**config.mk**
```make
export PLATFORM = sky130hd
export DESIGN_NAME = avalon_pio_gpio
export DESIGN_NICKNAME = d
export VERILOG_FILES = /design/src/rtl/avalon_pio_pkg.sv /design/src/rtl/pio_edge_sync.sv /design/src/rtl/avalon_pio_gpio.sv
export SDC_FILE = /design/constraint.sdc
export NUM_CORES = 1
export LEC_CHECK = 0
export ABC_AREA = 0
export BUFFER_PORTS_ARGS = -buffer_cell sky130_fd_sc_hd__buf_2
export CORE_ASPECT_RATIO = 1.1
export CORE_MARGIN = 2
export CORE_UTILIZATION = 28
export DETAILED_ROUTE_END_ITERATION = 7
export MAX_ROUTING_LAYER = met4
export SETUP_SLACK_MARGIN = 0.3
export SYNTH_ARGS = -nofsm -noshare
export SYNTH_HDL_FRONTEND = slang
export SYNTH_HIERARCHICAL = 1
export SYNTH_SLANG_ARGS = --single-unit
```
**constraint.sdc**
```tcl
create_clock -name clk -period 1.7 [get_ports clk]
set_input_delay 0.34 -clock clk [delete_from_list [all_inputs] [get_ports clk]]
set_output_delay 0.34 -clock clk [all_outputs]
set_load 0.01 [all_outputs]
```
**src/rtl/avalon_pio_pkg.sv**
```systemverilog
// Shared constants for the Avalon-MM PIO: register word addresses,
// edge-type encodings and the synchroniser depth limit.
package avalon_pio_pkg;

    localparam logic [2:0] ADDR_DATA_OUT = 3'd0;
    localparam logic [2:0] ADDR_DATA_IN  = 3'd1;
    localparam logic [2:0] ADDR_IRQ_MASK = 3'd2;
    localparam logic [2:0] ADDR_EDGE_CAP = 3'd3;
    localparam logic [2:0] ADDR_OUT_SET  = 3'd4;
    localparam logic [2:0] ADDR_OUT_CLR  = 3'd5;

    localparam int EDGE_RISING  = 0;
    localparam int EDGE_FALLING = 1;
    localparam int EDGE_ANY     = 2;

    localparam int MIN_SYNC_STAGES = 2;
    localparam int MAX_SYNC_STAGES = 4;

endpackage

```
**src/rtl/pio_edge_sync.sv**
```systemverilog
// Input conditioning for the PIO: a multi-flop synchroniser per bit, a
// previous-value flop for edge detection, and an arming counter that hides
// the artificial edges seen while the chain fills after reset.
module pio_edge_sync
    import avalon_pio_pkg::*;
#(
    parameter int WIDTH       = 5,
    parameter int SYNC_STAGES = 2,
    parameter int EDGE_TYPE   = EDGE_RISING
) (
    input  logic             clk,
    input  logic             reset_n,
    input  logic [WIDTH-1:0] in_i,
    output logic [WIDTH-1:0] sync_o,
    output logic [WIDTH-1:0] edge_o
);

    // Depth is clamped to the supported range so the chain slice is always legal
    localparam int STAGES = (SYNC_STAGES > MAX_SYNC_STAGES) ? MAX_SYNC_STAGES :
                            (SYNC_STAGES < MIN_SYNC_STAGES) ? MIN_SYNC_STAGES : SYNC_STAGES;
    localparam int CW = $clog2(STAGES + 2);
    localparam logic [CW-1:0] ARM_COUNT = CW'(STAGES + 1);

    logic [STAGES-1:0][WIDTH-1:0] sync_q;
    logic [WIDTH-1:0]             prev_q;
    logic [CW-1:0]                arm_q;
    logic [CW-1:0]                arm_d;
    logic                         armed;
    logic [WIDTH-1:0]             lastStage;
    logic [WIDTH-1:0]             rawEdge;

    assign lastStage = sync_q[STAGES-1];
    assign sync_o    = lastStage;
    assign armed     = (arm_q == ARM_COUNT);

    // Synchroniser chain, previous-value flop and arming counter
    always_ff @(posedge clk or negedge reset_n) begin
        if (!reset_n) begin
            sync_q <= '0;
            prev_q <= '0;
            arm_q  <= '0;
        end else begin
            sync_q <= {sync_q[STAGES-2:0], in_i};
            prev_q <= lastStage;
            arm_q  <= arm_d;
        end
    end

    // Counter advances until armed, then holds; edges are masked until then
    always_comb begin
        arm_d   = armed ? arm_q : arm_q + CW'(1);
        rawEdge = lastStage & ~prev_q;
        case (EDGE_TYPE)
            EDGE_FALLING: rawEdge = ~lastStage & prev_q;
            EDGE_ANY:     rawEdge = lastStage ^ prev_q;
            default:      rawEdge = lastStage & ~prev_q;
        endcase
        edge_o = armed ? rawEdge : '0;
    end

endmodule

```
**src/rtl/avalon_pio_gpio.sv**
```systemverilog
// Avalon-MM slave PIO: output register with set/clear aliases, synchronised
// input port with per-bit edge capture and a maskable level interrupt.
module avalon_pio_gpio
    import avalon_pio_pkg::*;
#(
    parameter int               WIDTH       = 5,
    parameter logic [WIDTH-1:0] RESET_VALUE = '0,
    parameter int               EDGE_TYPE   = EDGE_RISING,
    parameter int               SYNC_STAGES = 2
) (
    input  logic             clk,
    input  logic             reset_n,
    input  logic [2:0]       address,
    input  logic             chipselect,
    input  logic             write_n,
    input  logic [31:0]      writedata,
    output logic [31:0]      readdata,
    input  logic [WIDTH-1:0] in_port,
    output logic [WIDTH-1:0] out_port,
    output logic             irq
);

    logic             wr;
    logic [WIDTH-1:0] wd;
    logic [WIDTH-1:0] data_out_q, data_out_d;
    logic [WIDTH-1:0] irq_mask_q, irq_mask_d;
    logic [WIDTH-1:0] edge_cap_q, edge_cap_d;
    logic [WIDTH-1:0] edgeClear;
    logic [WIDTH-1:0] edgePulse;
    logic [WIDTH-1:0] dataIn;
    logic             unused_writedata;

    assign wr               = chipselect & ~write_n;
    assign wd               = writedata[WIDTH-1:0];
    assign unused_writedata = ^writedata;
    assign out_port         = data_out_q;
    assign irq              = |(edge_cap_q & irq_mask_q);

    pio_edge_sync #(
        .WIDTH       (WIDTH),
        .SYNC_STAGES (SYNC_STAGES),
        .EDGE_TYPE   (EDGE_TYPE)
    ) u_edge_sync (
        .clk     (clk),
        .reset_n (reset_n),
        .in_i    (in_port),
        .sync_o  (dataIn),
        .edge_o  (edgePulse)
    );

    // Register file update; a detected edge overrides a same-cycle clear
    always_comb begin
        data_out_d = data_out_q;
        irq_mask_d = irq_mask_q;
        edgeClear  = '0;
        if (wr) begin
            case (address)
                ADDR_DATA_OUT: data_out_d = wd;
                ADDR_IRQ_MASK: irq_mask_d = wd;
                ADDR_EDGE_CAP: edgeClear  = wd;
                ADDR_OUT_SET:  data_out_d = data_out_q | wd;
                ADDR_OUT_CLR:  data_out_d = data_out_q & ~wd;
                default:       ;
            endcase
        end
        edge_cap_d = (edge_cap_q & ~edgeClear) | edgePulse;
    end

    // Register state
    always_ff @(posedge clk or negedge reset_n) begin
        if (!reset_n) begin
            data_out_q <= RESET_VALUE;
            irq_mask_q <= '0;
            edge_cap_q <= '0;
        end else begin
            data_out_q <= data_out_d;
            irq_mask_q <= irq_mask_d;
            edge_cap_q <= edge_cap_d;
        end
    end

    // Zero-latency read mux, zero-extended; write-only and reserved words read 0
    always_comb begin
        readdata = '0;
        case (address)
            ADDR_DATA_OUT: readdata[WIDTH-1:0] = data_out_q;
            ADDR_DATA_IN:  readdata[WIDTH-1:0] = dataIn;
            ADDR_IRQ_MASK: readdata[WIDTH-1:0] = irq_mask_q;
            ADDR_EDGE_CAP: readdata[WIDTH-1:0] = edge_cap_q;
            default:       readdata = '0;
        endcase
    end

endmodule

```
### After elaboration in Yosys (flattened, before gate mapping)

Index checks and enable logic that the tools add are counted.

| cells by class | value |
|---|---|
| add/subtract/negate cells | 1 |
| reductions and logical operators | 5 |
| equality and inequality tests | 6 |
| bitwise operators | 11 |
| muxes and demuxes | 5 |

Operators by type and width:

| operator | count |
|---|---|
| $and A5 B5 Y5 | 4 |
| $pmux W5 S4 | 1 |
| $mux W5 | 3 |
| $not A5 Y5 | 3 |
| $pmux W5 S3 | 1 |
| $or A5 B5 Y5 | 2 |
| $eq A3 B2 Y1 const B | 2 |
| $eq A3 B3 Y1 const B | 2 |
| $reduce_or A5 Y1 | 1 |
| $reduce_and A2 Y1 | 2 |
| $eq A3 B1 Y1 const B | 1 |
| $logic_not A3 Y1 | 1 |
| $reduce_bool A3 Y1 | 1 |
| $add A2 B1 Y2 const B | 1 |
| $eq A2 B2 Y1 const B | 1 |
| $and A1 B1 Y1 | 1 |
| $not A1 Y1 | 1 |

| storage, ports and cells | value |
|---|---|
| output and inout port bits | 38 |
| input bits | 44 |
| register bits after elaboration | 32 |

### Depth between registers and ports, before layout

Gate-level depths: netlist of run 1.

| logic depth | value |
|---|---|
| depth after elaboration | 6 |
| gate-level depth with buffers | 5 |
| depth with buffers taken out | 3 |

### Cells and area by module

The synthesis of run 1 kept the hierarchy.

By module, submodules not included:

| module | instances | sequential area each (um^2) | area each (um^2) | cells an instance |
|---|---|---|---|---|
| avalon_pio_gpio | 1 | 375.4 | 1101.1 | 105 |
| pio_edge_sync | 1 | 425.4 | 555.5 | 31 |

### Least setup slack after synthesis of run 1

No wires, ideal clock.

| timing path | value |
|---|---|
| path type | input port to output port |
| from | input port address[0] |
| to | output port readdata[2] |
| data required time | 1360 ps |
| arrival | 1123 ps |
| cell stages on the path | 3 |
| path slack | 237 ps |
| cells stage by stage | buf_6 -> mux4_2 -> nor2b_1 |

| on the way | value |
|---|---|
| longest elaborated chain between the ends | 2 |
| elaborated cells between the ends (all ways) | 5 |
| classes of those cells | eq/ne (3); mux (1); reduce/logical (1) |

RTL lines:

| element | RTL line | text |
|---|---|---|
| start, declared | avalon_pio_gpio.sv:13 | `input logic [2:0] address,` |
| $eq A3 B2 Y1 (tied with other cells) | avalon_pio_gpio.sv:85 | `case (address)` |
| $pmux W5 S4 (*) | avalon_pio_gpio.sv:85 |  |
| end, declared | avalon_pio_gpio.sv:17 | `output logic [31:0] readdata,` |

Mark *: on every way between the ends. The rest lies on a longest branch, timed or not.

### Worst setup path after layout of run 1

| timing path | value |
|---|---|
| from | register data_out_q[4] (netlist: out_port[4]) |
| to | output port readdata[4] |

| on the way | value |
|---|---|
| longest elaborated chain between the ends | 1 |

RTL lines:

| element | RTL line | text |
|---|---|---|
| start, declared | avalon_pio_gpio.sv:25 | `logic [WIDTH-1:0] data_out_q, data_out_d;` |
| start signal, assigned | avalon_pio_gpio.sv:76 | `data_out_q <= data_out_d;` |
| $pmux W5 S4 | avalon_pio_gpio.sv:85 |  |

Every way passes these cells.

==> results of run 1 <==
==> Yosys cell counts (2+ instances only) <==
| library cell | n |
|---|---|
| a32oi_1 | 5 |
| and3b_1 | 5 |
| buf_2 | 2 |
| buf_4 | 32 |
| buf_6 | 2 |
| dfrtp_1 | 32 |
| ha_1 | 2 |
| inv_1 | 5 |
| mux2_2 | 5 |
| mux4_2 | 5 |
| nand2_1 | 11 |
| nand2b_1 | 5 |
| nor2b_1 | 6 |
| o21ai_0 | 10 |
==> worst max-delay path by stage <==
stage | from | depth (start not counted) | slack [ns] | to
after global routing | out_port[3]$_DFFE_PN0P_ | 3 | -0.11 | readdata[3]
final | out_port[4]$_DFFE_PN0P_ | 3 | -0.05 | readdata[4]
after floorplan | address[0] | 3 | 0.29 | readdata[2]
after detailed placement | address[0] | 4 | 0.02 | readdata[1]
after global placement | address[0] | 5 | 0.02 | readdata[4]
after CTS | u_edge_sync/sync_o[1]$_DFF_PN0_ | 3 | -0.06 | readdata[1]
==> worst register-to-register path, delay by kind of cell, from the launching register on <==
family	cells	cell delay (ns)
simple gates	2	0.31
fa+ha+maj	1	0.26
flops	1	0.41
==> power groups by stage <==
stage / clock network, mW / logic (mW) / registers, mW
4_1_cts: 0.621 / 0.321 / 0.865
2_1_floorplan: 0 / 0.254 / 0.875
3_5_place_dp: 0 / 0.292 / 0.881
3_3_place_gp: 0 / 0.289 / 0.878
6_report: 0.594 / 0.316 / 0.864
5_1_grt: 0.660 / 0.349 / 0.871
==> layer usage <==
layer	share of wire	vias up	track usage
met4	0.017	0	0.0390
met2	0.48	35	0.148
met3	0.070	7	0.0452
li1	-	469	-
met5	0	-	-
met1	0.43	456	0.106
==> repair_timing <==
item                       in CTS  in global routing
pin swaps                       1                  0
hold buffers                    0                  0
resized for setup               5                  0
buffers inserted                2                  0
gates cloned                    0                  0
setup endpoints to repair       6                  6
==> stage by stage <==
stage               setup slack (ns)  instances  setup TNS (ns)
floorplan                      0.287        162               0
global placement              0.0165        235               0
detailed placement            0.0229        235               0
CTS                          -0.0609        245          -0.287
global route                  -0.113        245          -0.528
finish                       -0.0492        245          -0.205
==> state kept, by name, indices dropped and copies added (netlist names) <==
register and flops:
u_edge_sync/prev_q 5, u_edge_sync/arm_q 2, irq_mask_q 5, u_edge_sync/sync_q 5
out_port 5, u_edge_sync/sync_o 5, edge_cap_q 5
==> cell type report <==
| cell class | instances | area share |
|---|---|---|
| multi-input cells | 89 | 0.363 |
| inverters | 5 | 0.00975 |
| well taps | 77 | 0.0501 |
| repair buffers | 34 | 0.114 |
| clock buffers | 8 | 0.0468 |
| flip-flops and latches | 32 | 0.416 |
==> cell families after synthesis <==
family                   after synthesis
buffers and inverters                 41
multiplexers                          11
AND/OR/NAND/NOR                       31
adder cells (fa/ha/maj)                2
XOR/XNOR                               1
other                                  1
flip-flops                            32
AO/OA/AOI/OAI                         17
==> summary.txt, run 1 <==
Outcome
  – Status: complete, but fails checks
  – Failing checks: setup timing

Logic synthesis
  – Mux share of post-synthesis cell area: 0.111
  – Mapped Avg Cell Area: 12.2 um2
  – Synth Instances: 136
  – Largest area contributor in the netlist: dfrtp_1
  – EDFF count, synth: 0
  – Largest family of logic cells by synthesized area: buffers and inverters
  – Synth Area in Simple Gates: 0.140
  – Top cell type's share of synthesized area: 0.483
  – Post-Synth XOR/XNOR Area: 0.00529
  – Synth Area in Compound Gates: 0.0672
  – Top post-synthesis cells by area: dfrtp_1 (48%), buf_4 (15%), mux4_2 (6.8%), mux2_2 (3.4%), o21ai_0 (3.0%)
  – Post-synthesis adder-cell area fraction: 0.0151
  – Top FF cell, synth: dfrtp_1
  – Register bit total from synthesis: 32
  – Yosys warnings: 6
  – Post-synthesis sequential area ratio: 0.483
  – Synth cell types: 23
  – Synthesized area: between 1500 and 2000 um2
  – Ys async rst share: 1.00

Floorplan
  – Die Width: around 77 um
  – Cell Rows: 29
  – Die area: about 6500 um2
  – I/O pins: 82
  – Die Y: roughly 85 um
  – Core Region: roughly 5700 um2
  – Initial core utilization: 0.289

Setup path
  – CP arrival: 1.41 ns
  – Critical R2R Launch: u_edge_sync/arm_q[0]$_DFFE_PN0P_
  – CP delay by family, top: multiplexers
  – Critical-path cell list: mux4_2, nor2b_4, buf_6
  – Critical R2R Capture: edge_cap_q[1]$_DFF_PN0_
  – Crit. End Element: output port
  – Largest stage delay, worst path: roughly 0.47 ns
  – WP data required: 1.36 ns
  – Crit-path max FO: 4
  – WS Path Type: reg -> out
  – Bufs and invs on worst path: 1
  – Critical Path Start Type: register
  – Worst R2R Setup Slack: 0.61 ns
  – Reg2Reg Depth: 3
  – Max stage delay cell, worst path: mux4_2

Layout
  – Area taken by multi-input logic gates: 699 um2
  – Share of post-route cells with drive strength above 1: 0.357
  – Most frequent cells in the layout: dfrtp_1 (32), conb_1 (27), buf_2 (22), nand2_1 (11), o21ai_0 (10)
  – Fillers: between 500 and 600
  – Design area: 1920 um2
  – Util after Layout: 0.336
  – FF+latch area: 801 um2
  – Area Overhead vs Synth: 16.2%
  – Number of diodes: 0
  – Final nets: 213
  – Most common cell after layout, fill and taps aside: dfrtp_1

Job
  – Max cap viols: 0

Pwr
  – Clock power frac: 0.335
  – Power, Total: between 1.5 and 2 mW
  – Leak: 0.891 nW
  – Sw frac: 0.254
  – Pwr per Cell Area: 922 nW/um2
  – Gate power share: 0.178
  – Int Pwr: roughly 1.3 mW
  – Sequential group share of total power: 0.487
  – Peak VDD IR: approximately 0.00045 V
  – Psw: 451 uW

Clock tree
  – CTS tree: built
  – Root Buffer: clkbuf_8
  – Clk Latency, worst-skew pair: 0.28 ns
  – Clock transition at the registers of the reported paths: around 0.06 ns
  – Clk buf depth: 2
  – H-tree Lvls: 2
  – CTS Buf Count: 5
  – Clock sinks: 32

Timing
  – Worst Max-Slew Pin Slew: 0.709 ns
  – RSZ-0062 raised after global routing: yes
  – Setup Viol. Count Final: 5
  – Fmax: 572 MHz
  – Hold slack: ~0.11 ns
  – Tmin final: 1.75 ns
  – Max_slew headroom: 0.527
  – Final Hold Viols: 0
  – Final setup margin: -0.0492 ns
  – Final period util: 1.03
  – Final Max Tran Viols: 0
  – Clk_skew: 0.00413 ns

Placement
  – Hpwl dp: 2060 um
  – DP Area: about 1800 um2
  – Routability cong.: roughly 0.74
  – PortBufs: 27

Global route
  – Global-route wire length before repair: 4550 um
  – Vias in the first global route: ~970
  – Largest net degree at the start of global routing: 33
  – Gr usage total: 0.0954
  – Initial antenna violation count: 0
  – Grt ovf: 0

Route
  – Post-route ant nets: 0
  – WL per Instance: roughly 11 um
  – Via density: roughly 3.9
  – DRC: 0
  – DRT iter0 DRCs: 38
  – Total iterations of the first detailed-routing run: 4
  – Total Wirelength: 2770 um
  – Vias: between 900 and 1000

Hold path
  – HP Class: in -> async
No activity file was read; power rests on OpenSTA's default activity.
==> run 2, diff against run 1 <==
--- a/config.mk
+++ b/config.mk
@@ -7,3 +7,2 @@
 export LEC_CHECK = 0
-export ABC_AREA = 0
 export BUFFER_PORTS_ARGS = -buffer_cell sky130_fd_sc_hd__buf_2
@@ -11,3 +10,3 @@
 export CORE_MARGIN = 2
-export CORE_UTILIZATION = 28
+export CORE_UTILIZATION = 35
 export DETAILED_ROUTE_END_ITERATION = 7
==> constraint.sdc (replaced) <==
create_clock -name clk -period 1.7 [get_ports clk]
set_input_delay 0.425 -clock clk [delete_from_list [all_inputs] [get_ports clk]]
set_output_delay 0.425 -clock clk [all_outputs]
set_load 0.01 [all_outputs]
==> run 2 against run 1 <==
  * Highest routed layer unchanged
  * Non-clock buffer count grew 16
  * The flow still finishes with violations (setup timing)
  * Setup slack lost 0.073 ns
  * Register-to-register slack lost 0.02 ns
  * Sequential share of layout area shrank 2.1 points
  * First-iteration DRC count shrank 5.3%
  * Global-route usage grew 3.1 points
==> summary.txt, run 2 (synthesis gave the netlist of run 1 again) <==
Outcome
  – Status: complete, but fails checks (unchanged)
  – Failing checks: setup timing (unchanged)

Clock tree
  – Root Buffer: clkbuf_8 (unchanged)
  – CTS tree: built (unchanged)
  – CTS hold repair buffers: 0 (unchanged)
  – CTS Buf Count: 5 (unchanged)
  – Clock transition at the registers of the reported paths: 0.06 ns (about the same)
  – Clk buf depth: 2 (unchanged)
  – H-tree Lvls: 2 (unchanged)
  – Clock sinks: 32 (unchanged)
  – Clk Latency, worst-skew pair: 0.27 ns (was 0.28 ns)

Setup path
  – Crit. End Element: output port (unchanged)
  – CP Launch Point: edge_cap_q[2]$_DFF_PN0_ (was out_port[4]$_DFFE_PN0P_)
  – Critical Path Start Type: register (unchanged)
  – WP data required: 1.27 ns (was 1.36 ns)
  – Critical R2R Launch: u_edge_sync/arm_q[0]$_DFFE_PN0P_ (unchanged)
  – CP arrival: 1.40 ns (was 1.41 ns)
  – Crit-path max FO: 3 (was 4)
  – WS Path Type: reg -> out (unchanged)
  – Reg2Reg Depth: 3 (unchanged)

Global route
  – Largest net degree at the start of global routing: 33 (unchanged)
  – Global-route wire length before repair: 5190 um (was 4550 um)
  – Grt ovf: 0 (unchanged)
  – Gr usage total: 0.127 (was 0.0954)
  – Initial antenna violation count: 0 (unchanged)
  – Vias in the first global route: 1121 (was 967)

Floorplan
  – I/O pins: 82 (unchanged)
  – Core Region: 4590 um2 (was 5730 um2)
  – Initial core utilization: 0.361 (was 0.289)
  – Die Y: 76.2 um (was 84.7 um)
  – Die area: 5300 um2 (was 6550 um2)
  – Cell Rows: 26 (was 29)
  – Die Width: 69.6 um (was 77.3 um)

Layout
  – Area taken by multi-input logic gates: 699 um2 (unchanged)
  – Final nets: 229 (was 213)
  – FF+latch area: 801 um2 (unchanged)
  – Design area: 2030 um2 (was 1920 um2)
  – Area Overhead vs Synth: 22.3% (was 16.2%)
  – Util after Layout: 0.442 (was 0.336)
  – Share of post-route cells with drive strength above 1: 0.415 (was 0.357)
  – Number of diodes: 0 (unchanged)
  – Fin cells: 239 (was 245)
  – Fillers: 429 (was 598)
  – Most common cell after layout, fill and taps aside: dfrtp_1 (unchanged)
  – Most frequent cells in the layout: dfrtp_1 (32), conb_1 (27), buf_4 (21), buf_2 (20), nand2_1 (11) (was dfrtp_1 (32), conb_1 (27), buf_2 (22), nand2_1 (11), o21ai_0 (10))

Placement
  – Hpwl dp: 2270 um (was 2060 um)
  – Place WS: -0.197 ns (was 0.0229 ns)
  – Number of instances in the placed design: 217 (was 235)
  – PortBufs: 27 (unchanged)
  – Routability cong.: 0.789 (was 0.743)
  – DP Area: 1780 um2 (was 1790 um2)

Timing
  – RSZ-0062 raised after global routing: yes (unchanged)
  – Clk_skew: 0.00663 ns (was 0.00413 ns)
  – Final Max Tran Viols: 0 (unchanged)
  – Final Hold Viols: 0 (unchanged)
  – Worst Max-Slew Pin Slew: 0.693 ns (was 0.709 ns)
  – Max_slew headroom: 0.538 (was 0.527)
  – Final period util: 1.07 (was 1.03)
  – Setup Viol. Count Final: 6 (was 5)
  – Hold slack: 0.193 ns (was 0.106 ns)
  – Fmax: 549 MHz (was 572 MHz)
  – Tmin final: 1.82 ns (was 1.75 ns)
  – Setup TNS: -0.656 ns (was -0.205 ns)
  – Final setup margin: -0.122 ns (was -0.0492 ns)

Pwr
  – Leak: 0.967 nW (was 0.891 nW)
  – Peak VDD IR: 0.000544 V (was 0.000448 V)
  – Pwr per Cell Area: 873 nW/um2 (was 922 nW/um2)
  – Power, Total: 1.77 mW (about the same)

Route
  – DRT iter0 DRCs: 36 (was 38)
  – DRC: 0 (unchanged)
  – WL per Instance: 12.8 um (was 11.3 um)
  – Total iterations of the first detailed-routing run: 4 (unchanged)
  – Post-route ant nets: 0 (unchanged)
  – Total Wirelength: 3060 um (was 2770 um)
  – Via density: 4.46 (was 3.95)
  – Vias: 1067 (was 967)

Hold path
  – HP Class: in -> async (unchanged)

Job
  – Max cap viols: 0 (unchanged)
## run 2: cell count changes in the layout (fill, tap and decap cells not counted), sizes merged
cell and change:
clkbuf -2, buf +16, clkinv +1
## run 2: report_power, final
group          internal [mW]  switching [mW]
clock                  0.277           0.246
sequential             0.825          0.0360
combinational          0.213           0.172
total                   1.32           0.454
## run 2: final timing paths
| check | endpoint | slack (ns) |
|---|---|---|
| max in group asynchronous | u_edge_sync/prev_q[3]$_DFF_PN0_ | 1.06 |
| worst max-delay path | readdata[2] | -0.12 |
| worst min-delay path | edge_cap_q[1]$_DFF_PN0_ | 0.19 |
| worst min register to register | u_edge_sync/sync_o[0]$_DFF_PN0_ | 0.35 |
| min in group clk | u_edge_sync/sync_q[1]$_DFF_PN0_ | 0.26 |
| worst max register to register | edge_cap_q[0]$_DFF_PN0_ | 0.59 |
## run 2: critical path: stages (launching register included)
cell     delay (ns)
dfrtp_1        0.39
mux4_2         0.47
nor2b_4        0.14
buf_6          0.11
## run 2: repair_timing
action                     4_1_cts  5_1_grt
pin swaps                        0        3
setup endpoints to repair        6        7
gates resized for setup          6        5
setup buffers                   13        2
## run 2: layout make-up
type,count,share of cell area
Tap cell,56,0.0346
Timing Repair Buffer,50,0.177
Clock buffer,6,0.0358
Inverter,5,0.00926
Sequential cell,32,0.395
Clock inverter,1,0.00247
Multi-Input combinational cell,89,0.345
## run 2: routing by layer
layer,share of wire,GRT usage,up-vias
li1,-,-,499
met5,0,-,-
met3,0.062,0.0317,6
met1,0.41,0.148,522
met2,0.52,0.213,40
met4,0.0075,0.0412,0
